`src/rtl/mod_exp_seq.sv`:
```
// mod_exp_seq: res = a^e mod n through one shared Montgomery multiplier (req/ack), LSB-first square-and-multiply.
// Stalls on mm_ack indefinitely, ignores start while busy; define MOD_EXP_SEQ_PERF_EN to add perf_cycles/perf_ops counters.
module mod_exp_seq #(
    parameter int LEN = 256,
    parameter int EW  = 32
) (
    input  logic           clk,
    input  logic           rst,
    input  logic           start,
    input  logic [LEN-1:0] a,
    input  logic [EW-1:0]  e,
    input  logic [LEN-1:0] r2_mod_n,
    output logic           busy,
    output logic           done,
    output logic [LEN-1:0] res,
    output logic           mm_req,
    output logic [LEN-1:0] mm_a,
    output logic [LEN-1:0] mm_b,
    input  logic           mm_ack,
    input  logic [LEN-1:0] mm_res
`ifdef MOD_EXP_SEQ_PERF_EN
    ,
    output logic [31:0]    perf_cycles,
    output logic [15:0]    perf_ops
`endif
);

    localparam int IW = (EW > 1) ? $clog2(EW) : 1;
    localparam logic [LEN-1:0] ONE = {{(LEN-1){1'b0}}, 1'b1};

    typedef enum logic [2:0] {
        S_IDLE, S_TO_MONT, S_INIT, S_BIT, S_MUL, S_SQR, S_FROM_MONT, S_DONE
    } state_t;

    state_t         state, state_next;
    logic [LEN-1:0] base, acc;
    logic [EW-1:0]  ereg;
    logic [IW-1:0]  idx, top;
    logic           accept, op_state, op_done;
    logic [LEN-1:0] op_a, op_b;

    function automatic logic [IW-1:0] msb_index(input logic [EW-1:0] v);
        msb_index = '0;
        for (int k = 0; k < EW; k++)
            if (v[k]) msb_index = IW'(k);
    endfunction

    // An ack only counts while our own request is outstanding.
    assign op_done = mm_req && mm_ack;
    assign busy    = (state != S_IDLE) && (state != S_DONE);
    assign done    = (state == S_DONE);

    always_ff @(posedge clk or posedge rst) begin
        if (rst) state <= S_IDLE;
        else     state <= state_next;
    end

    always_comb begin
        state_next = state;
        accept     = 1'b0;
        op_state   = 1'b0;
        op_a       = '0;
        op_b       = '0;
        case (state)
            S_IDLE: begin
                if (start) begin
                    accept     = 1'b1;
                    state_next = S_TO_MONT;
                end
            end
            S_TO_MONT: begin
                op_state = 1'b1;
                op_a     = base;
                op_b     = r2_mod_n;
                if (op_done) state_next = S_INIT;
            end
            S_INIT: begin
                op_state = 1'b1;
                op_a     = r2_mod_n;
                op_b     = ONE;
                if (op_done) state_next = (ereg == '0) ? S_FROM_MONT : S_BIT;
            end
            S_BIT: begin
                state_next = ereg[idx] ? S_MUL : S_SQR;
            end
            S_MUL: begin
                op_state = 1'b1;
                op_a     = acc;
                op_b     = base;
                if (op_done) state_next = (idx == top) ? S_FROM_MONT : S_SQR;
            end
            S_SQR: begin
                op_state = 1'b1;
                op_a     = base;
                op_b     = base;
                if (op_done) state_next = S_BIT;
            end
            S_FROM_MONT: begin
                op_state = 1'b1;
                op_a     = acc;
                op_b     = ONE;
                if (op_done) state_next = S_DONE;
            end
            S_DONE: begin
                state_next = S_IDLE;
            end
            default: begin
                state_next = S_IDLE;
            end
        endcase
    end

    // Request goes up one cycle after entering an op state, so every op is preceded by an idle cycle.
    always_ff @(posedge clk or posedge rst) begin
        if (rst) begin
            base   <= '0;
            acc    <= '0;
            ereg   <= '0;
            idx    <= '0;
            top    <= '0;
            res    <= '0;
            mm_req <= 1'b0;
            mm_a   <= '0;
            mm_b   <= '0;
        end else begin
            if (accept) begin
                base <= a;
                ereg <= e;
                top  <= msb_index(e);
                idx  <= '0;
            end
            if (op_state && !mm_req) begin
                mm_req <= 1'b1;
                mm_a   <= op_a;
                mm_b   <= op_b;
            end
            if (op_done) begin
                mm_req <= 1'b0;
                case (state)
                    S_TO_MONT, S_SQR: base <= mm_res;
                    S_INIT, S_MUL:    acc  <= mm_res;
                    S_FROM_MONT:      res  <= mm_res;
                    default:          ;
                endcase
                if (state == S_SQR)  idx <= idx + 1'b1;
                if (state == S_INIT) idx <= '0;
            end
        end
    end

`ifdef MOD_EXP_SEQ_PERF_EN
    always_ff @(posedge clk or posedge rst) begin
        if (rst) begin
            perf_cycles <= '0;
            perf_ops    <= '0;
        end else if (accept) begin
            perf_cycles <= '0;
            perf_ops    <= '0;
        end else begin
            if (busy && (perf_cycles != '1)) perf_cycles <= perf_cycles + 32'd1;
            if (op_done && (perf_ops != '1)) perf_ops    <= perf_ops + 16'd1;
        end
    end
`endif

endmodule

```
`config.mk`:
```
export PLATFORM = sky130hd
export DESIGN_NAME = mod_exp_seq
export DESIGN_NICKNAME = d
export VERILOG_FILES = /design/src/rtl/mod_exp_seq.sv
export SDC_FILE = /design/constraint.sdc
export NUM_CORES = 2
export LEC_CHECK = 0
export BUFFER_PORTS_ARGS = -buffer_cell sky130_fd_sc_hd__buf_2
export CAP_MARGIN = 5
export CORE_AREA = 2 2 614 616
export DETAILED_ROUTE_END_ITERATION = 8
export DIE_AREA = 0 0 616 618
export PLACE_DENSITY = 0.36
export SLEW_MARGIN = 20
export SYNTH_ARGS = -nofsm -noshare
export SYNTH_HDL_FRONTEND = slang
export SYNTH_SLANG_ARGS = --single-unit
```
`constraint.sdc`:
```
create_clock -name clk -period 53.3 [get_ports clk]
set_input_delay 13.325 -clock clk [delete_from_list [all_inputs] [get_ports clk]]
set_output_delay 13.325 -clock clk [all_outputs]
set_load 0.05 [all_outputs]
```
After elaboration in Yosys (flattened, before gate mapping) --
Cells that the tools add are included.
Word-level totals: flip-flop bits (word level) 1326, input bits 804, logic and storage cells 101
Operators by class: $add $sub $neg 1, magnitude comparators 1, equality and inequality tests 15, multiplexer cells 57, reductions and logical operators 17
Operators by type and width (number):
- $pmux W256 S3 | 2
- $mux W256 | 3
- $mux W5 | 34
- $logic_not A32 Y1 | 1
- $pmux W3 S8 | 1
- $mux W3 | 7
- $eq A3 B3 Y1 const B | 4
- $ne A2 B2 Y1 const B | 6
- $reduce_or A2 Y1 | 5
- $mux W1 | 8
- $eq A3 B2 Y1 const B | 2
- $lt A5 B6 Y1 const B | 1
- $reduce_and A6 Y1 | 1
- $add A5 B1 Y5 const B | 1
- $bmux W1 S5 | 1
- $eq A5 B5 Y1 | 1
- $reduce_or A5 Y1 | 1
- $reduce_and A2 Y1 | 2
- $eq A3 B1 Y1 const B | 1
- $logic_and A1 B1 Y1 | 3
- $logic_not A3 Y1 | 1
- $ne A3 B3 Y1 const B | 1
- $reduce_bool A3 Y1 | 1
- $mux W2 | 1
- other kinds (2) | 2

Depth between registers and ports, before layout --
depth after elaboration 31, mapped depth 9, depth with buffers taken out 6

Least setup slack after synthesis --
OpenSTA, ideal clock, no wires.
path type register to output, from register state[2], to output port busy, arrival 1784 ps, data required time 39975 ps, setup slack 38191 ps, stages on the path, launching flop included 5, cell sequence dfrtp_1 > buf_2 > nand2_1 > nor2_1 > nor2_1
On the way: word-level cells in the longest chain between the ends 2, elaborated cells between the ends (all ways) 3
Ends and longest elaborated chain:
- start, declared | line 35 | state_t state, state_next;
- start signal, assigned | line 55 | else state <= state_next;
- $ne A3 B3 Y1 or $reduce_bool A3 Y1 (tied branches) | line 50 | assign busy = (state != S_IDLE) && (state != S_DONE);
- $logic_and A1 B1 Y1 (*) | line 50
- end, declared | line 13 | output logic busy,
Every way passes the cells marked *; elsewhere a longest branch is shown, timed or not.

==> key figures <==
Clock tree
  – Count of clock tree sinks: 1326
  – H-tree depth: 4
  – CTS tree: done
  – Post-CTS Setup Bufs: 0
  – Worst-Skew Late Latency: 0.86 ns
  – TritonCTS buffer count: 176
  – Clock root buffer: clkbuf_16
  – CTS resizes: 0
  – Bufs on Longest Clock Path: 4
  – Hold Buf Count CTS: 0
  – Clk slew on worst S/H paths: 0.06 ns

Timing
  – RSZ-0062 raised after global routing: false
  – Endpoints failing setup: 0
  – Setup_tns: 0 ns
  – Tcrit/Tclk final: 31.5%
  – Worst-margin pin slew: 1.09 ns
  – Maximum clock frequency: 59.6 MHz
  – Final hold violation count: 0
  – Relative slew slack: 27.5%
  – Pins Over Slew Limit: 0
  – Tmin final: 16.77 ns
  – Skew final: 0.0717 ns

Floorplan
  – Rows: 225
  – Die W: 616 um
  – Die area: 381000 um2
  – Die span in y: 618 um
  – IO Count: 1575
  – Initial Util: 15.5%
  – Core area: 374000 um2

Detailed routing
  – DR WL/cell: 28.2 um
  – DRT antenna net count: 0
  – Avg Vias per Cell: 4.23
  – 1st-iter DRT viols: 4204
  – Routed via count: 50.6k
  – TritonRoute pass-1 iters: 6
  – Remaining DRCs: 0
  – Drt total wl: 338 mm

Power
  – P per Cell Area: 83.8 nW/um2
  – Max IR drop VDD: 0.0000424 V
  – Static Leakage: 32.7 nW
  – Power, Total: 0.00642 W

Synth
  – Post-Syn Nets: 6148
  – Cell variety after synth: 54
  – Synth area leader: dfrtp_1
  – Register area share after synthesis: 57.3%
  – Asr flop ratio synth: 100%
  – Syn Inst Count: 5343
  – Mapped Area: 57900 um2
  – Post-synth EDFFs: 0
  – Syn. warnings: 0
  – Most used DFF post-synth: dfrtp_1
  – Most area-consuming cells after synthesis: dfrtp_1 57%, mux2_2 8.6%, a21oi_1 6.8%
  – Most frequent cell after synthesis: dfrtp_1
  – Synth cell count leaders: 1326 x dfrtp_1, 791 x nor2_1, 784 x a21oi_1
  – Top-area cell type share of the netlist area: 57.3%
  – Synth Area per Inst: 10.8 um2
  – Synth Register Bits: 1326

Layout
  – Layout filler cell count: 41.3k
  – Layout Nets: 7553
  – Area growth syn-to-layout: 32.4%
  – Ratio of cells with drive above 1 in the final layout: 34.8%

Setup path
  – CP endpoint kind: async pin
  – Critical-path top delay cell: buf_4
  – CP max FO: 82
  – Worst EP arrival: 17.56 ns
  – CP required: 54.10 ns
  – Critical path class: input port to async pin
  – Startpoint Class: input port
  – Critical path cell sequence: buf_2 > inv_8 > buf_4 > buf_4 > buf_4 > buf_4 > buf_4
  – Crit path buffers/inverters: 7
  – Crit path top cell by count: buf_4
  – Slowest stage delay, CP: 0.80 ns
  – R2R cell count: 9
  – Cell family with most CP delay: buffers and inverters
  – Worst path depth: 7

Min path
  – Worst hold path depth: 1
  – Hold WC Path Type: flop to flop

Global routing
  – Initial antenna violation count: 248
  – Vias in the first global route: 49.8k
  – Largest net degree at the start of global routing: 228
  – Gr ovfl total: 0
  – First-pass GRT wire length: 454 mm
  – Total GRT Usage: 17.0%

Placed design
  – Final HPWL DP: 252 mm
  – Buffers on Ports: 1574
  – Final RePlAce weighted congestion: 0.891

Status
  – Outcome: complete, no violations

Job
  – Max cap viols: 0
placed cells by master (no fill, tap or decap), types with 47 or more instances in the layout:
master and instances:
a21oi_1 784, mux2_2 442, buf_2 1574, mux2_1 70, nand2_1 354, dfrtp_1 1324
a22oi_1 511, buf_4 83, o21ai_0 226, o21ai_1 47, diode_2 88, nor2_1 790
clkbuf_16 178, mux2i_1 257
flip-flops by register name, indices dropped and copies added (netlist names):
register and cells:
mm_req 1, top 5, res 256, state 3, idx 5, mm_b 256
ereg 32, base 256, acc 256, mm_a 256
layout make-up:
class	instances	area, um2	area share (%)
Tap cell	4994	6250	8.15
Clock inverter	51	554	0.723
Timing Repair Buffer	1668	8690	11.3
Sequential cell	1326	33200	43.3
Antenna cell	88	220	0.287
Clock buffer	258	5090	6.65
Multi-Input combinational cell	3566	22600	29.5
Inverter	10	45.0	0.0588
kinds of logic (layout without fill, tap and decap cells):
kind of cell	Yosys count	in the layout	share of synthesized area [%]
other cells	0	88	0
simple gates	1188	1188	7.91
fa+ha+maj	1	1	0.0216
compound gates	1593	1593	16.1
xor+xnor	6	6	0.0908
mux	778	778	14.8
flops	1326	1326	57.3
buf+inv	451	1987	3.72
per-stage QoR:
step	utilization [%]	worst slack (ns)	cells	hold WS (ns)	area, um2
2_1_floorplan	-	2.60	5343	0.451	57900
3_3_place_gp	18.9	35.46	11600	0.468	70800
3_5_place_dp	18.9	35.39	11600	0.476	70800
4_1_cts	20.4	36.34	11900	0.489	76400
5_1_grt	20.5	35.92	11900	0.493	76600
6_report	20.5	36.53	12000	0.487	76600
final timing paths:
check                                     start                    end  slack, ns
max in group clk                         mm_ack   res[202]$_DFFE_PP0P_      36.98
min in group asynchronous                   rst   acc[234]$_DFFE_PP0P_      12.53
hold reg to reg            acc[224]$_DFFE_PP0P_   acc[224]$_DFFE_PP0P_       0.49
setup / recovery                            rst    base[120]$_DFF_PP0_      36.53
hold / removal             acc[224]$_DFFE_PP0P_   acc[224]$_DFFE_PP0P_       0.49
setup reg to reg           state[2]$_DFFE_PP0P_  mm_b[190]$_DFFE_PP0P_      47.93
layer usage:
| metal | track usage, % | wire, um |
|---|---|---|
| met4 | 7.15 | 16800 |
| met1 | 20.4 | 135000 |
| met3 | 4.29 | 22500 |
| met5 | 0 | 583 |
| met2 | 28.9 | 163000 |
power by group:
part           internal, W  switching [W]
Combinational     0.000862        0.00246
Clock             0.000685       0.000512
Sequential         0.00154       0.000357
Total              0.00309        0.00333
Note: power is estimated with default switching activity, not from simulation.
